--- src/rtl/uart_tx_feeder_if.sv ---
// rtl/uart_tx_feeder_if.sv - write-port and UART-driver link interfaces for uart_tx_feeder

interface uart_tx_feeder_wr_if #(
    parameter int WIDTH = 9
);
    logic             wr_valid;
    logic [WIDTH-1:0] wr_data;
    logic             wr_ready;

    modport master (output wr_valid, output wr_data, input  wr_ready);
    modport slave  (input  wr_valid, input  wr_data, output wr_ready);
endinterface

interface uart_tx_feeder_drv_if #(
    parameter int WIDTH = 9
);
    logic             uart_start;
    logic [WIDTH-1:0] uart_data;
    logic             uart_ready;
    logic             uart_busy;

    modport master (output uart_start, output uart_data, input  uart_ready, input  uart_busy);
    modport slave  (input  uart_start, input  uart_data, output uart_ready, output uart_busy);
endinterface

--- src/rtl/uart_tx_feeder.sv ---
// rtl/uart_tx_feeder.sv - FIFO-buffered frame launcher in front of the UART transmit driver

module uart_tx_feeder #(
    parameter int DEPTH        = 16,
    parameter int WIDTH        = 9,
    parameter int BUSY_TIMEOUT = 1024
) (
    input  logic                     clk,
    input  logic                     rst_n,
    uart_tx_feeder_wr_if.slave       wr,
    input  logic                     flush,
    uart_tx_feeder_drv_if.master     drv,
    output logic [$clog2(DEPTH):0]   fifo_count,
    output logic                     fifo_empty,
    output logic                     fifo_full,
    output logic                     overflow,
    output logic                     tx_timeout
);
    localparam int AW = $clog2(DEPTH);
    localparam int TW = $clog2(BUSY_TIMEOUT + 1);
    localparam logic [AW:0]   FULL_CNT   = (AW+1)'(DEPTH);
    localparam logic [TW-1:0] TIMER_LAST = TW'(BUSY_TIMEOUT - 1);

    typedef enum logic [1:0] {IDLE, LAUNCH, WAIT_ACK, WAIT_DONE} state_t;

    logic [WIDTH-1:0] mem [DEPTH];
    logic [AW-1:0]    wr_ptr;
    logic [AW-1:0]    rd_ptr;
    logic             push;
    logic             pop;
    logic             launch_ok;

    state_t           state_q;
    state_t           state_d;
    logic [TW-1:0]    timer_q;
    logic             start_d;
    logic             timeout_hit;
    logic             uart_start_q;
    logic [WIDTH-1:0] uart_data_q;

    assign fifo_empty = (fifo_count == '0);
    assign fifo_full  = (fifo_count == FULL_CNT);
    assign wr.wr_ready = !fifo_full;

    // flush wins over both queue operations, so it also blocks a launch this cycle
    assign push      = wr.wr_valid && !fifo_full && !flush;
    assign launch_ok = !fifo_empty && drv.uart_ready && !drv.uart_busy && !flush;

    always_ff @(posedge clk) begin
        if (push) begin
            mem[wr_ptr] <= wr.wr_data;
        end
    end

    always_ff @(posedge clk) begin
        if (!rst_n || flush) begin
            wr_ptr     <= '0;
            rd_ptr     <= '0;
            fifo_count <= '0;
            overflow   <= 1'b0;
        end else begin
            if (push) wr_ptr <= wr_ptr + 1'b1;
            if (pop)  rd_ptr <= rd_ptr + 1'b1;
            case ({push, pop})
                2'b10:   fifo_count <= fifo_count + 1'b1;
                2'b01:   fifo_count <= fifo_count - 1'b1;
                default: fifo_count <= fifo_count;
            endcase
            if (wr.wr_valid && fifo_full) overflow <= 1'b1;
        end
    end

    always_ff @(posedge clk) begin
        if (!rst_n) begin
            state_q <= IDLE;
        end else begin
            state_q <= state_d;
        end
    end

    always_comb begin
        state_d = state_q;
        case (state_q)
            IDLE:      if (launch_ok) state_d = LAUNCH;
            LAUNCH:    state_d = WAIT_ACK;
            WAIT_ACK: begin
                if (drv.uart_busy)              state_d = WAIT_DONE;
                else if (timer_q == TIMER_LAST) state_d = IDLE;
            end
            WAIT_DONE: if (!drv.uart_busy && drv.uart_ready) state_d = IDLE;
            default:   state_d = IDLE;
        endcase
    end

    always_comb begin
        pop         = 1'b0;
        start_d     = 1'b0;
        timeout_hit = 1'b0;
        case (state_q)
            IDLE:     pop         = launch_ok;
            LAUNCH:   start_d     = 1'b1;
            WAIT_ACK: timeout_hit = !drv.uart_busy && (timer_q == TIMER_LAST);
            default:  ;
        endcase
    end

    // start is registered so its pulse lines up with the first WAIT_ACK cycle
    always_ff @(posedge clk) begin
        if (!rst_n) begin
            uart_start_q <= 1'b0;
            uart_data_q  <= '0;
            timer_q      <= '0;
            tx_timeout   <= 1'b0;
        end else begin
            uart_start_q <= start_d;
            if (pop) uart_data_q <= mem[rd_ptr];
            if (state_q == LAUNCH) begin
                timer_q <= '0;
            end else if (state_q == WAIT_ACK && !drv.uart_busy && !timeout_hit) begin
                timer_q <= timer_q + 1'b1;
            end
            if (timeout_hit) tx_timeout <= 1'b1;
        end
    end

    assign drv.uart_start = uart_start_q;
    assign drv.uart_data  = uart_data_q;

endmodule

--- src/flat_wrapper.sv ---
// flat-port wrapper written by rule: the top's interface ports become plain ports
module uart_tx_feeder_flat 
#(
    parameter int DEPTH        = 16,
    parameter int WIDTH        = 9,
    parameter int BUSY_TIMEOUT = 1024
)
  (clk, rst_n, flush, fifo_count, fifo_empty, fifo_full, overflow, tx_timeout, wr_wr_valid, wr_wr_data, wr_wr_ready, drv_uart_start, drv_uart_data, drv_uart_ready, drv_uart_busy);
  uart_tx_feeder_wr_if #(.WIDTH(WIDTH)) wr_i ();
  uart_tx_feeder_drv_if #(.WIDTH(WIDTH)) drv_i ();
  input  logic clk;
  input  logic rst_n;
  input  logic flush;
  output logic [$clog2(DEPTH):0] fifo_count;
  output logic fifo_empty;
  output logic fifo_full;
  output logic overflow;
  output logic tx_timeout;
  input wire logic [$bits(wr_i.wr_valid)-1:0] wr_wr_valid;
  input wire logic [$bits(wr_i.wr_data)-1:0] wr_wr_data;
  output wire logic [$bits(wr_i.wr_ready)-1:0] wr_wr_ready;
  output wire logic [$bits(drv_i.uart_start)-1:0] drv_uart_start;
  output wire logic [$bits(drv_i.uart_data)-1:0] drv_uart_data;
  input wire logic [$bits(drv_i.uart_ready)-1:0] drv_uart_ready;
  input wire logic [$bits(drv_i.uart_busy)-1:0] drv_uart_busy;
  assign wr_i.wr_valid = wr_wr_valid;
  assign wr_i.wr_data = wr_wr_data;
  assign wr_wr_ready = wr_i.wr_ready;
  assign drv_uart_start = drv_i.uart_start;
  assign drv_uart_data = drv_i.uart_data;
  assign drv_i.uart_ready = drv_uart_ready;
  assign drv_i.uart_busy = drv_uart_busy;
  uart_tx_feeder #(.DEPTH(DEPTH), .WIDTH(WIDTH), .BUSY_TIMEOUT(BUSY_TIMEOUT)) u_core (.clk(clk), .rst_n(rst_n), .wr(wr_i), .flush(flush), .drv(drv_i), .fifo_count(fifo_count), .fifo_empty(fifo_empty), .fifo_full(fifo_full), .overflow(overflow), .tx_timeout(tx_timeout));
endmodule
--- config.mk ---
export PLATFORM = sky130hd
export DESIGN_NAME = uart_tx_feeder_flat
export DESIGN_NICKNAME = d
export VERILOG_FILES = /design/src/rtl/uart_tx_feeder_if.sv /design/src/rtl/uart_tx_feeder.sv /design/src/flat_wrapper.sv
export SDC_FILE = /design/constraint.sdc
export NUM_CORES = 1
export LEC_CHECK = 0
export BUFFER_PORTS_ARGS = -buffer_cell sky130_fd_sc_hd__buf_2
export CAP_MARGIN = 40
export CORE_UTILIZATION = 50
export DETAILED_ROUTE_END_ITERATION = 6
export GPL_TIMING_DRIVEN = 0
export PLACE_DENSITY = 0.67
export SLEW_MARGIN = 20
export SYNTH_ARGS = -nofsm -noshare
export SYNTH_HDL_FRONTEND = slang
export SYNTH_SLANG_ARGS = --single-unit
--- constraint.sdc ---
create_clock -name clk -period 9.4 [get_ports clk]
set_input_delay 1.88 -clock clk [delete_from_list [all_inputs] [get_ports clk]]
set_output_delay 1.88 -clock clk [all_outputs]
set_load 0.1 [all_outputs]
After elaboration in Yosys (flattened, before gate mapping):

Memory sizes are Yosys's and may differ from the RTL's. A register that Yosys moved wholly into a read port is not among the register bits.
Index checks and enable logic that the tools add are counted.

* muxes and demuxes: 11
* bitwise operators: 1
* reduce and logical (&&, ||, !) cells: 23
* equal/unequal tests: 10
* $add $sub $neg: 5

Operator list (number)
* $add A11 B1 Y11 const B: 1
* $eq A11 B10 Y1 const B: 1
* $logic_and A1 B1 Y1: 10
* $pmux W5 S2: 1
* $add A4 B1 Y4 const B: 2
* $mux W2: 4
* $pmux W2 S4: 1
* $logic_not A1 Y1: 7
* $eq A2 B2 Y1 const B: 3
* $add A5 B1 Y5 const B: 1
* $eq A5 B5 Y1 const B: 1
* $logic_not A5 Y1: 1
* $mux W1: 5
* $sub A5 B1 Y5 const B: 1
* $eq A2 B1 Y1 const B: 2
* $ne A2 B1 Y1 const B: 2
* $ne A3 B2 Y1 const B: 1
* $reduce_and A3 Y1: 1
* $logic_not A2 Y1: 1
* $reduce_bool A2 Y1: 1
* $reduce_or A2 Y1: 1
* $logic_or A1 B1 Y1: 1
* $not A1 Y1: 1

* memories kept: 1
* word-level logic and storage cells: 59
* output and inout bits: 20
* input port bits: 15
* RAM bits: 144
* register bits after elaboration: 29

Memories
* u_core.mem: words 16, bits a word 9, read ports 1, clocked after memory_dff 1, wr ports 1, line uart_tx_feeder.sv:26 `logic [WIDTH-1:0] mem [DEPTH];`

Depth between registers and ports, before layout:

Gate-level depths: netlist (run 1).

* word-level depth: 8
* depth in mapped cells: 11

Worst setup path before layout (run 1):

Ideal clock, no wire load.

* path type: flip-flop to output port
* start point: reg u_core.fifo_count[0]
* end point: out fifo_full
* required time: 7.520 ns
* stages on the path, launching flop included: 4
* setup slack: 4.609 ns
* data arrival time: 2.911 ns
* path through: dfxtp_1 nor4_2 nand2_1 inv_1

* cells in the longest elaborated chain, start to end: 1

RTL lines
* start, declared: line uart_tx_feeder.sv:13 `output logic [$clog2(DEPTH):0] fifo_count,`
* start signal, assigned: line uart_tx_feeder.sv:65 `2'b10: fifo_count <= fifo_count + 1'b1;`
* start signal, assigned: line uart_tx_feeder.sv:66 `2'b01: fifo_count <= fifo_count - 1'b1;`
* start signal, assigned: line uart_tx_feeder.sv:67 `default: fifo_count <= fifo_count;`
* $eq A5 B5 Y1: line uart_tx_feeder.sv:42 `assign fifo_full = (fifo_count == FULL_CNT);`
* end, declared: line flat_wrapper.sv:16 `output logic fifo_full;`

Every way passes these cells.

Worst setup path after layout (run 1):

* start point: in drv_uart_busy
* end point: reg u_core.fifo_count[4]

* cells in the longest elaborated chain, start to end: 6
* elaborated cells between the ends (all ways): 8
* classes of those cells: 2 x eq/ne; 2 x mux; 4 x reduce/logical

RTL lines
* start, declared: line flat_wrapper.sv:25 `input wire logic [$bits(drv_i.uart_busy)-1:0] drv_uart_busy;`
* $logic_not A1 Y1 *: line uart_tx_feeder.sv:47 `assign launch_ok = !fifo_empty && drv.uart_ready && !drv.uart_busy && !flush;`
* $logic_and A1 B1 Y1 * (2 in series): line uart_tx_feeder.sv:47
* $mux W1 *: line uart_tx_feeder.sv:99 `case (state_q)`
* via u_core.pop: line uart_tx_feeder.sv:30 `logic pop;`
* $eq A2 B1 Y1 / $eq A2 B2 Y1 (equally long branches): line uart_tx_feeder.sv:64 `case ({push, pop})`
* $pmux W5 S2 / $reduce_bool A2 Y1 (equally long branches)

The timed path passes the listed nets; every way through them passes the cells marked *.
A chain may end at the register's enable or synchronous reset.

==> run metrics, run 1 <==
Die Outline Area=between 15,000 and 20,000 µm²; CP max-delay cell=sky130_fd_sc_hd__or4b_4; critical path required time=9760 ps; top cells by count, synth=144 x sky130_fd_sc_hd__edfxtp_1, 46 x sky130_fd_sc_hd__nor2_1, 38 x sky130_fd_sc_hd__dfxtp_1, 38 x sky130_fd_sc_hd__mux2i_1; count of vias placed by the detailed router=between 4,000 and 5,000; worst vdd rail ir drop=0.130 mV; top layer in use=met4; detailed-routing iteration count for the pre-antenna-repair pass=5; routability-driven placement congestion ratio=about 0.79; Pins Over Slew Limit=0; count of state elements after synthesis=~180; Syn Inst Count=~480; headroom to the max-slew limit=0.468; width of the die=between 100 and 150 µm; Max FO, Critical Path=10; initial cell density of the core=0.518; post-detailed-routing wire length=14.9 mm; post-synthesis net count=between 500 and 600; Crit path largest cell delay=500 ps; number of standard-cell rows in the floorplan=43; met3 layer wire length in the routed design=~960 µm; CORE AREA=14,000 µm²; layout cells sized above 1=0.203; highest clock frequency the design can meet=~220 MHz; unrepaired setup endpoints after global routing=false; vertical extent of the die=123 µm; area share of the largest cell type after synthesis=0.594; fraction of the yosys area taken by sequential cells=0.699; most common cell in the netlist=sky130_fd_sc_hd__edfxtp_1; final critical delay including setup and external delays=between 4000 and 5000 ps; classification of the worst-slack hold path=reg2reg; Post-CTS Setup Bufs=0; I/O pin count=35; cell-by-cell trace of the critical path=buf_2, or4b_4, a211oi_4, buf_2, ha_1, inv_1, fa_1, nor2b_1, o21ai_0, nor4b_1, or3_1, a21oi_1; number of antenna violations at the first check in global routing=0; distinct cell type count after synthesis=43; Synth Flop Type=sky130_fd_sc_hd__edfxtp_1; FFs w/ async S/R, synth=0; vias in the first global route=approximately 4,100; post-CTS sizing=0; final hold viol count=0; H-tree lvl count=4; Hold-fix buffers, CTS=0; Routed wire per std cell=slightly above 20 µm; clock-pin slew on the worst setup and hold paths=about 70 ps; remaining number of nets flagged by the antenna check after routing=0; number of violations reported at the end of detailed-routing iteration 0=311; maximum clock insertion buffer count=2; pin slew with the least headroom to its limit=a little under 800 ps; GRT Overall Usage=0.214; cell area power density=190 nW/µm²; most frequent cell on the critical path=sky130_fd_sc_hd__buf_2; buffers added on ports=34; wire length of the first global-routing pass=22.7 mm; number of clock sinks=182; area of the mapped netlist=between 7000 and 8000 µm²; kind of critical path=in2reg; latest clock arrival within the worst-skew pair=around 430 ps; result of the run=complete, no violations; Worst Hold Slack=~480 ps; DR vias/cell=between 5 and 6; cell at the root of the clock tree=sky130_fd_sc_hd__clkbuf_16; synthesis warning total=0; cell family with most CP delay=simple AND/OR/NAND/NOR gates; Inserted Clock Buffers=17; number of enable flip-flop cells after synthesis=144; # fillers=between 1,000 and 1,500; final antenna diode count=0; total negative setup slack=0 ps; gr ovfl total=0; drt drc=0; cell types occupying the most area after synthesis=sky130_fd_sc_hd__edfxtp_1 59%, sky130_fd_sc_hd__dfxtp_1 10%, sky130_fd_sc_hd__mux4_2 5.6%; critical path capture point type=flop; final-stage net count=approximately 570; Final Setup Violations=0; met1 routed wirelength after detailed routing=about 6.6 mm; max cap viols=0; startpoint type of the worst setup path=input port; met2 routed WL=~7.2 mm; TritonCTS clock tree=built; largest net degree at the start of global routing=17; cell type with the highest aggregate area in the netlist=sky130_fd_sc_hd__edfxtp_1; standby leakage power=0.00274 µW; layout overhead on the synthesized area=14.9%; CP Buf/Inv Count=3; DPL Wire Length=between 9 and 10 mm; post-synthesis area per instance=15.3 µm²; Setup Skew=11.5 ps; arrival time at the worst endpoint=4880 ps; final cycle utilization of the critical path=0.481
## worst paths after layout
kind | cells after the start | endpoint | startpoint | slack, ps
setup / recovery | 12 | u_core.fifo_count[4] | drv_uart_busy | 4880
hold / removal | 1 | u_core.tx_timeout | u_core.tx_timeout | 480
setup reg to reg | 11 | u_core.fifo_count[4] | u_core.state_q[0] | 6040
hold reg to reg | 1 | u_core.tx_timeout | u_core.tx_timeout | 480
## cell type report
class                   count  area, µm²  share of cell area
flip-flops and latches    182       5080               0.608
multi-input cells         257       2050               0.246
clock buffers              17        425              0.0509
repair buffers             48        275              0.0329
well taps                 180        225              0.0269
clock inverters            15        139              0.0166
plain buffers              22        100              0.0120
inverters                  15       56.3             0.00673
## layout by cell type, fill, tap and decap left out, types with 2 or more instances in the layout
cell type,instances
sky130_fd_sc_hd__nor2b_1,5
sky130_fd_sc_hd__nor3_2,4
sky130_fd_sc_hd__clkinvlp_4,4
sky130_fd_sc_hd__mux2i_1,38
sky130_fd_sc_hd__clkbuf_16,17
sky130_fd_sc_hd__inv_1,15
sky130_fd_sc_hd__or3_1,5
sky130_fd_sc_hd__clkbuf_1,11
sky130_fd_sc_hd__nor3_1,4
sky130_fd_sc_hd__buf_2,42
sky130_fd_sc_hd__nand2b_1,4
sky130_fd_sc_hd__nand2_1,16
sky130_fd_sc_hd__edfxtp_1,144
sky130_fd_sc_hd__a31oi_1,9
sky130_fd_sc_hd__a211oi_1,2
sky130_fd_sc_hd__nand3_1,7
sky130_fd_sc_hd__clkinv_4,2
sky130_fd_sc_hd__nand4_1,4
sky130_fd_sc_hd__a21o_1,2
sky130_fd_sc_hd__mux4_2,18
sky130_fd_sc_hd__ha_1,10
sky130_fd_sc_hd__xor2_1,8
sky130_fd_sc_hd__buf_1,2
sky130_fd_sc_hd__xnor2_1,6
sky130_fd_sc_hd__dfxtp_1,38
sky130_fd_sc_hd__bufinv_16,2
sky130_fd_sc_hd__o21ai_0,5
sky130_fd_sc_hd__clkinv_2,3
sky130_fd_sc_hd__a22oi_1,9
sky130_fd_sc_hd__clkinv_1,3
sky130_fd_sc_hd__a21oi_1,11
sky130_fd_sc_hd__nor2_1,46
sky130_fd_sc_hd__o22ai_1,18
sky130_fd_sc_hd__nor4_1,2
sky130_fd_sc_hd__buf_4,14
sky130_fd_sc_hd__o21ai_1,10
## registers in the layout, indices dropped and copies added, names as in the netlist
signal	flops
u_core.drv.uart_data	9
u_core.mem	144
u_core.rd_ptr	4
u_core.fifo_count	5
u_core.timer_q	11
u_core.overflow	1
u_core.tx_timeout	1
u_core.state_q	2
u_core.drv.uart_start	1
u_core.wr_ptr	4
## metal layers
metal / vias up / track usage
li1: 1957 / -
met1: 2098 / 0.291
met2: 136 / 0.340
met3: 9 / 0.0530
met4: 0 / 0.0671
met5: - / 0
## cell families after synthesis
| family | count (synthesis) | share of synthesized area |
|---|---|---|
| adders and majority gates | 11 | 0.0199 |
| DFF | 182 | 0.699 |
| AOI/OAI and AO/OA | 72 | 0.0657 |
| xor gates and xnor gates | 14 | 0.0169 |
| and+or+nand+nor | 104 | 0.0691 |
| muxes | 56 | 0.108 |
| buffers and inverters | 37 | 0.0215 |
## stage by stage
step	total power, µW	setup WS [ps]	cells	utilization	cell area [µm²]
after CTS	1600	4900	727	0.591	8290
final	1590	4880	736	0.595	8360
after detailed placement	930	4460	695	0.550	7730
after global routing	1630	4750	736	0.595	8360
after global placement	928	4530	690	0.546	7670
after floorplan	910	4610	476	-	7280
## where the power goes
group          switching, µW  leakage, µW  internal, µW
registers               1.82      0.00160           871
clock network            293     0.000263           386
logic                   30.3     0.000876          9.35
total                    326      0.00274          1270
No activity file was read; power rests on OpenSTA's default activity.
==> inputs of run 2 (changes only) <==
--- a/config.mk
+++ b/config.mk
@@ -10,7 +10,7 @@
 export CORE_UTILIZATION = 50
 export DETAILED_ROUTE_END_ITERATION = 6
 export GPL_TIMING_DRIVEN = 0
-export PLACE_DENSITY = 0.67
+export PLACE_DENSITY = 0.7
 export SLEW_MARGIN = 20
 export SYNTH_ARGS = -nofsm -noshare
 export SYNTH_HDL_FRONTEND = slang
==> constraint.sdc (replaced) <==
create_clock -name clk -period 4.04 [get_ports clk]
set_input_delay 0.808 -clock clk [delete_from_list [all_inputs] [get_ports clk]]
set_output_delay 0.808 -clock clk [all_outputs]
set_load 0.1 [all_outputs]
==> run 2 against run 1 <==
Against the previous run:
- largest power group unchanged
- first-iteration DRC count grew 14%
- clock power rose to 2.7 times the previous value
- routed wire length up 1.1%
- critical endpoint unchanged
- cell area rose by 0.96%
- critical path depth unchanged
- sequential cell count unchanged
- global-route usage rose by 0.13 points
- utilization is 0.57 points higher
- worst setup slack lost 4200 ps
- clock-buffer cell count did not move
- via count fell by 0.26%
- clock skew is 3.2 ps lower
==> run metrics, run 2 (synthesized netlist as in run 1, its figures left out) <==
standby leakage power=0.00279 µW (+1.6%); vertical extent of the die=123 µm (unchanged); max cap viols=0 (unchanged); clock-pin slew on the worst setup and hold paths=70 ps (about the same); Final Instance Count excl. Fillers=735 (-0.14%); arrival time at the worst endpoint=3750 ps (-1130 ps); buffers added on ports=34 (unchanged); detailed-routing iteration count for the pre-antenna-repair pass=5 (unchanged); met1 routed wirelength after detailed routing=6.45 mm (-2.1%); Routed wire per std cell=20.4 µm (+1.2%); classification of the worst-slack hold path=reg2reg; I/O pin count=35 (unchanged); final cycle utilization of the critical path=0.836; drt drc=0 (unchanged); final antenna diode count=0 (unchanged); terminus of the critical flop-to-flop path=u_core.fifo_count[4]; width of the die=123 µm (unchanged); routability-driven placement congestion ratio=0.809 (+2.8%); top layer in use=met4; kind of critical path=in2reg; Finished Cell Area=8440 µm² (+0.96%); unrepaired setup endpoints after global routing=false; utilization after layout=0.601 (+0.00570); critical path capture point type=flop; Inserted Clock Buffers=17 (unchanged); Placed Area=7740 µm² (about the same); TritonCTS clock tree=built; number of clock sinks=182 (unchanged); vias in the first global route=4,128 (+0.93%); CORE AREA=14,000 µm² (unchanged); met3 layer wire length in the routed design=916 µm (-4.4%); critical path required time=4410 ps (-5350 ps); gr ovfl total=0 (unchanged); headroom to the max-slew limit=0.409 (-0.0595); DR vias/cell=5.70 (-0.13%); reg2reg path depth=11 (unchanged); largest net degree at the start of global routing=17 (unchanged); Post-CTS Setup Bufs=0 (unchanged); total negative setup slack=0 ps (unchanged); count of vias placed by the detailed router=4,189 (-0.26%); GRT Overall Usage=0.215 (+0.00125); pin slew with the least headroom to its limit=882 ps (+88.8 ps); remaining number of nets flagged by the antenna check after routing=0 (unchanged); startpoint of the worst register-to-register path=u_core.state_q[0]; number of standard-cell rows in the floorplan=43 (unchanged); maximum clock insertion buffer count=2 (unchanged); Total Power Consumption=3930 µW (+150%); Max FO, Critical Path=10 (unchanged); highest clock frequency the design can meet=296 MHz; cell total after placement=696 (+0.14%); most common library cell in the layout ignoring fill and taps=sky130_fd_sc_hd__edfxtp_1; worst vdd rail ir drop=0.318 mV (+140%); Critical Path Start=drv_uart_busy; post-CTS sizing=0 (unchanged); final-stage net count=568 (-0.18%); setup slack on the worst flop-to-flop path=740 ps (-5300 ps); layout overhead on the synthesized area=16.0%; final hold viol count=0 (unchanged); H-tree lvl count=4 (unchanged); Final Setup Violations=0 (unchanged); Setup Skew=8.31 ps (-3.21 ps); result of the run=complete, no violations; commonest cells after routing, fill and taps aside=144 x sky130_fd_sc_hd__edfxtp_1, 46 x sky130_fd_sc_hd__nor2_1, 42 x sky130_fd_sc_hd__buf_2; latest clock arrival within the worst-skew pair=440 ps (about the same); number of antenna violations at the first check in global routing=0 (unchanged); layout cells sized above 1=0.205 (+0.00217); met2 routed WL=7.27 mm (+1.0%); initial cell density of the core=0.518 (unchanged); critical path capture point=u_core.fifo_count[4]; wire length of the first global-routing pass=22.7 mm (+0.21%); Pins Over Slew Limit=0 (unchanged); number of violations reported at the end of detailed-routing iteration 0=355 (+14%); cell at the root of the clock tree=sky130_fd_sc_hd__clkbuf_16; Hold-fix buffers, CTS=0 (unchanged); Biggest register=u_core.mem; post-detailed-routing wire length=15.0 mm (+1.1%); number of flip-flops in the largest register=144 (unchanged); Die Outline Area=15,000 µm² (unchanged); final critical delay including setup and external delays=approximately 3400 ps; DPL Wire Length=9.78 mm (about the same); cell area power density=466 nW/µm² (+140%); startpoint type of the worst setup path=input port
==> run 2: changes by cell type in the layout (fill, tap and decap cells not counted) <==
cell	before	now
sky130_fd_sc_hd__clkinv_2	3	1
sky130_fd_sc_hd__clkinv_1	3	1
sky130_fd_sc_hd__bufinv_16	2	5
sky130_fd_sc_hd__clkinvlp_4	4	2
sky130_fd_sc_hd__inv_6	0	3
sky130_fd_sc_hd__clkinvlp_2	1	0
sky130_fd_sc_hd__clkinv_4	2	3
sky130_fd_sc_hd__buf_4	14	13
==> run 2: layout make-up <==
class                   count  area, µm²
repair buffers             47        268
flip-flops and latches    182       5080
fillers                  1026       5600
plain buffers              22        100
multi-input cells         257       2050
inverters                  15       56.3
well taps                 180        225
clock buffers              17        425
clock inverters            15        226
==> run 2: routing by layer <==
metal,track usage,vias to the layer above
li1,-,1955
met1,0.284,2074
met2,0.344,139
met3,0.0460,21
met4,0.0945,0
met5,0,-
==> run 2: worst min path at each step <==
stage	start	to	slack [ps]	cells after the start
after global placement	u_core.tx_timeout	u_core.tx_timeout	450	1
after detailed placement	u_core.tx_timeout	u_core.tx_timeout	460	1
after CTS	u_core.tx_timeout	u_core.tx_timeout	480	1
final	u_core.tx_timeout	u_core.tx_timeout	470	1
after floorplan	u_core.timer_q[4]	u_core.timer_q[4]	470	2
after global routing	u_core.tx_timeout	u_core.tx_timeout	500	1
==> run 2: worst max-delay path, stage by stage <==
cell and delay [ps]:
sky130_fd_sc_hd__buf_2 130, sky130_fd_sc_hd__or4b_4 500, sky130_fd_sc_hd__a211oi_4 370, sky130_fd_sc_hd__buf_2 300, sky130_fd_sc_hd__ha_1 280, sky130_fd_sc_hd__inv_1 100
sky130_fd_sc_hd__fa_1 380, sky130_fd_sc_hd__nor2b_1 150, sky130_fd_sc_hd__o21ai_0 120, sky130_fd_sc_hd__nor4b_1 170, sky130_fd_sc_hd__or3_1 320, sky130_fd_sc_hd__a21oi_1 120
==> run 2: metrics by stage <==
step                      setup WS [ps]  hold slack, ps
after floorplan                     321             471
after global placement              270             447
after detailed placement            236             463
after CTS                           675             478
after global routing                417             502
final                               663             471
==> run 2: report_power, final <==
group | internal [µW] | total (µW) | switching [µW]
combinational | 21.4 | 91.8 | 70.4
clock | 1100 | 1810 | 710
sequential | 2030 | 2030 | 4.09
==> inputs of run 3 (changes only) <==
==> constraint.sdc (replaced) <==
create_clock -name clk -period 2.8 [get_ports clk]
set_input_delay 0.56 -clock clk [delete_from_list [all_inputs] [get_ports clk]]
set_output_delay 0.56 -clock clk [all_outputs]
set_load 0.1 [all_outputs]
==> run 3 against run 2 <==
Against the previous run:
- highest routed layer unchanged
- critical endpoint unchanged
- global-route usage barely moved
- largest power group unchanged
- clock skew rose by 2.9 ps
- worst setup slack got worse by 580 ps
- largest cell class unchanged
- sequential cell count did not move
- first-iteration DRC count rose by 6.8%
==> run metrics, run 3 (synthesized netlist as in run 1, its figures left out) <==
final-stage net count=573 (+0.88%); critical path capture point type=flop; post-detailed-routing wire length=15.1 mm (+0.37%); standby leakage power=0.00276 µW (-0.94%); Total Power Consumption=5230 µW (+33%); CORE AREA=14,000 µm² (unchanged); layout overhead on the synthesized area=15.8%; Placed Area=7770 µm² (+0.40%); Pins Over Slew Limit=0 (unchanged); drt drc=0 (unchanged); number of antenna violations at the first check in global routing=0 (unchanged); clock-pin slew on the worst setup and hold paths=60 ps (about the same); Final Instance Count excl. Fillers=740 (+0.68%); DPL Wire Length=9.75 mm (-0.34%); routability-driven placement congestion ratio=0.803 (-0.70%); max cap viols=0 (unchanged); arrival time at the worst endpoint=3060 ps (-690 ps); cell total after placement=695 (-0.14%); commonest cells after routing, fill and taps aside=144 x sky130_fd_sc_hd__edfxtp_1, 46 x sky130_fd_sc_hd__nor2_1, 41 x sky130_fd_sc_hd__buf_2; GRT Overall Usage=0.215 (+0.000305); met3 layer wire length in the routed design=1.30 mm (+42%); DR vias/cell=5.70 (about the same); Max FO, Critical Path=7 (-3); pin slew with the least headroom to its limit=781 ps (-101 ps); gr ovfl total=0 (unchanged); highest clock frequency the design can meet=368 MHz; remaining number of nets flagged by the antenna check after routing=0 (unchanged); layout cells sized above 1=0.225 (+0.0196); final cycle utilization of the critical path=0.970; TritonCTS clock tree=built; Inserted Clock Buffers=17 (unchanged); number of flip-flops in the largest register=144 (unchanged); width of the die=123 µm (unchanged); number of clock sinks=182 (unchanged); final critical delay including setup and external delays=around 2700 ps; count of vias placed by the detailed router=4,215 (+0.62%); Final Setup Violations=0 (unchanged); Finished Cell Area=8420 µm² (-0.22%); final hold viol count=0 (unchanged); worst vdd rail ir drop=0.437 mV (+38%); Die Outline Area=15,000 µm² (unchanged); startpoint type of the worst setup path=flop; maximum clock insertion buffer count=2 (unchanged); total negative setup slack=0 ps (unchanged); top layer in use=met4; initial cell density of the core=0.518 (unchanged); classification of the worst-slack hold path=in2reg; latest clock arrival within the worst-skew pair=420 ps (-20 ps); utilization after layout=0.600 (-0.00134); Biggest register=u_core.mem; cell area power density=621 nW/µm² (+33%); kind of critical path=reg2reg; buffers added on ports=34 (unchanged); met1 routed wirelength after detailed routing=6.13 mm (-5.0%); cell at the root of the clock tree=sky130_fd_sc_hd__clkbuf_16; headroom to the max-slew limit=0.476 (+0.0678); Hold-fix buffers, CTS=0 (unchanged); number of violations reported at the end of detailed-routing iteration 0=379 (+6.8%); most common library cell in the layout ignoring fill and taps=sky130_fd_sc_hd__edfxtp_1; wire length of the first global-routing pass=23.1 mm (+1.8%); largest net degree at the start of global routing=17 (unchanged); met2 routed WL=7.44 mm (+2.3%); H-tree lvl count=4 (unchanged); Routed wire per std cell=20.4 µm (-0.31%); I/O pin count=35 (unchanged); critical path required time=3140 ps (-1270 ps); vertical extent of the die=123 µm (unchanged); detailed-routing iteration count for the pre-antenna-repair pass=4 (-1); final antenna diode count=0 (unchanged); result of the run=complete, no violations; number of standard-cell rows in the floorplan=43 (unchanged); vias in the first global route=4,127 (-0.024%); Setup Skew=11.2 ps (+2.93 ps); unrepaired setup endpoints after global routing=true
run 3: critical path, stage by stage (launching register included):
cell and delay [ps]:
sky130_fd_sc_hd__dfxtp_2 350, sky130_fd_sc_hd__or4b_4 550, sky130_fd_sc_hd__a211oi_4 220, sky130_fd_sc_hd__buf_6 150
sky130_fd_sc_hd__ha_4 150, sky130_fd_sc_hd__inv_2 50, sky130_fd_sc_hd__fa_2 340, sky130_fd_sc_hd__nor2b_2 130
sky130_fd_sc_hd__o21ai_1 80, sky130_fd_sc_hd__nor4b_2 160, sky130_fd_sc_hd__or3_1 330, sky130_fd_sc_hd__a21oi_2 120
run 3: layout make-up:
| class | count | area (µm²) |
|---|---|---|
| clock buffer | 24 | 452 |
| sequential | 182 | 5100 |
| fill | 1044 | 5620 |
| clock inverter | 8 | 76.3 |
| tap | 180 | 225 |
| inverter | 15 | 60.1 |
| multi-input combinational | 257 | 2100 |
| timing repair buffer | 52 | 305 |
| buffer | 22 | 106 |
run 3: power breakdown:
group          internal (µW)  switching [µW]
Combinational           33.0             102
Clock                   1220             939
Sequential              2920            6.70
Total                   4180            1050
run 3: stage by stage:
stage	setup slack [ps]	hold WS, ps
CTS	30.2	417
global placement	-386	444
global route	-33.9	461
finish	84.4	442
floorplan	-64.9	471
detailed placement	-435	457
run 3: metal layers:
layer / track usage / vias to the layer above
met4: 0.0534 / 0
met1: 0.297 / 2093
met5: 0 / -
met3: 0.0534 / 12
li1: - / 1968
met2: 0.343 / 142
run 3: worst paths after layout:
check,to,startpoint,slack [ps],cells past startpoint
max,u_core.fifo_count[4],u_core.state_q[1],80,11
min,u_core.overflow,wr_wr_valid,440,3
max reg2reg,u_core.fifo_count[4],u_core.state_q[1],80,11
min reg2reg,u_core.tx_timeout,u_core.tx_timeout,460,1
run 3: timing repair:
item | 4_1_cts | 5_1_grt
buffers inserted | 2 | 2
endpoints found under the setup margin | 1 | 1
gates resized for setup | 2 | 5
pin swaps | 1 | 1
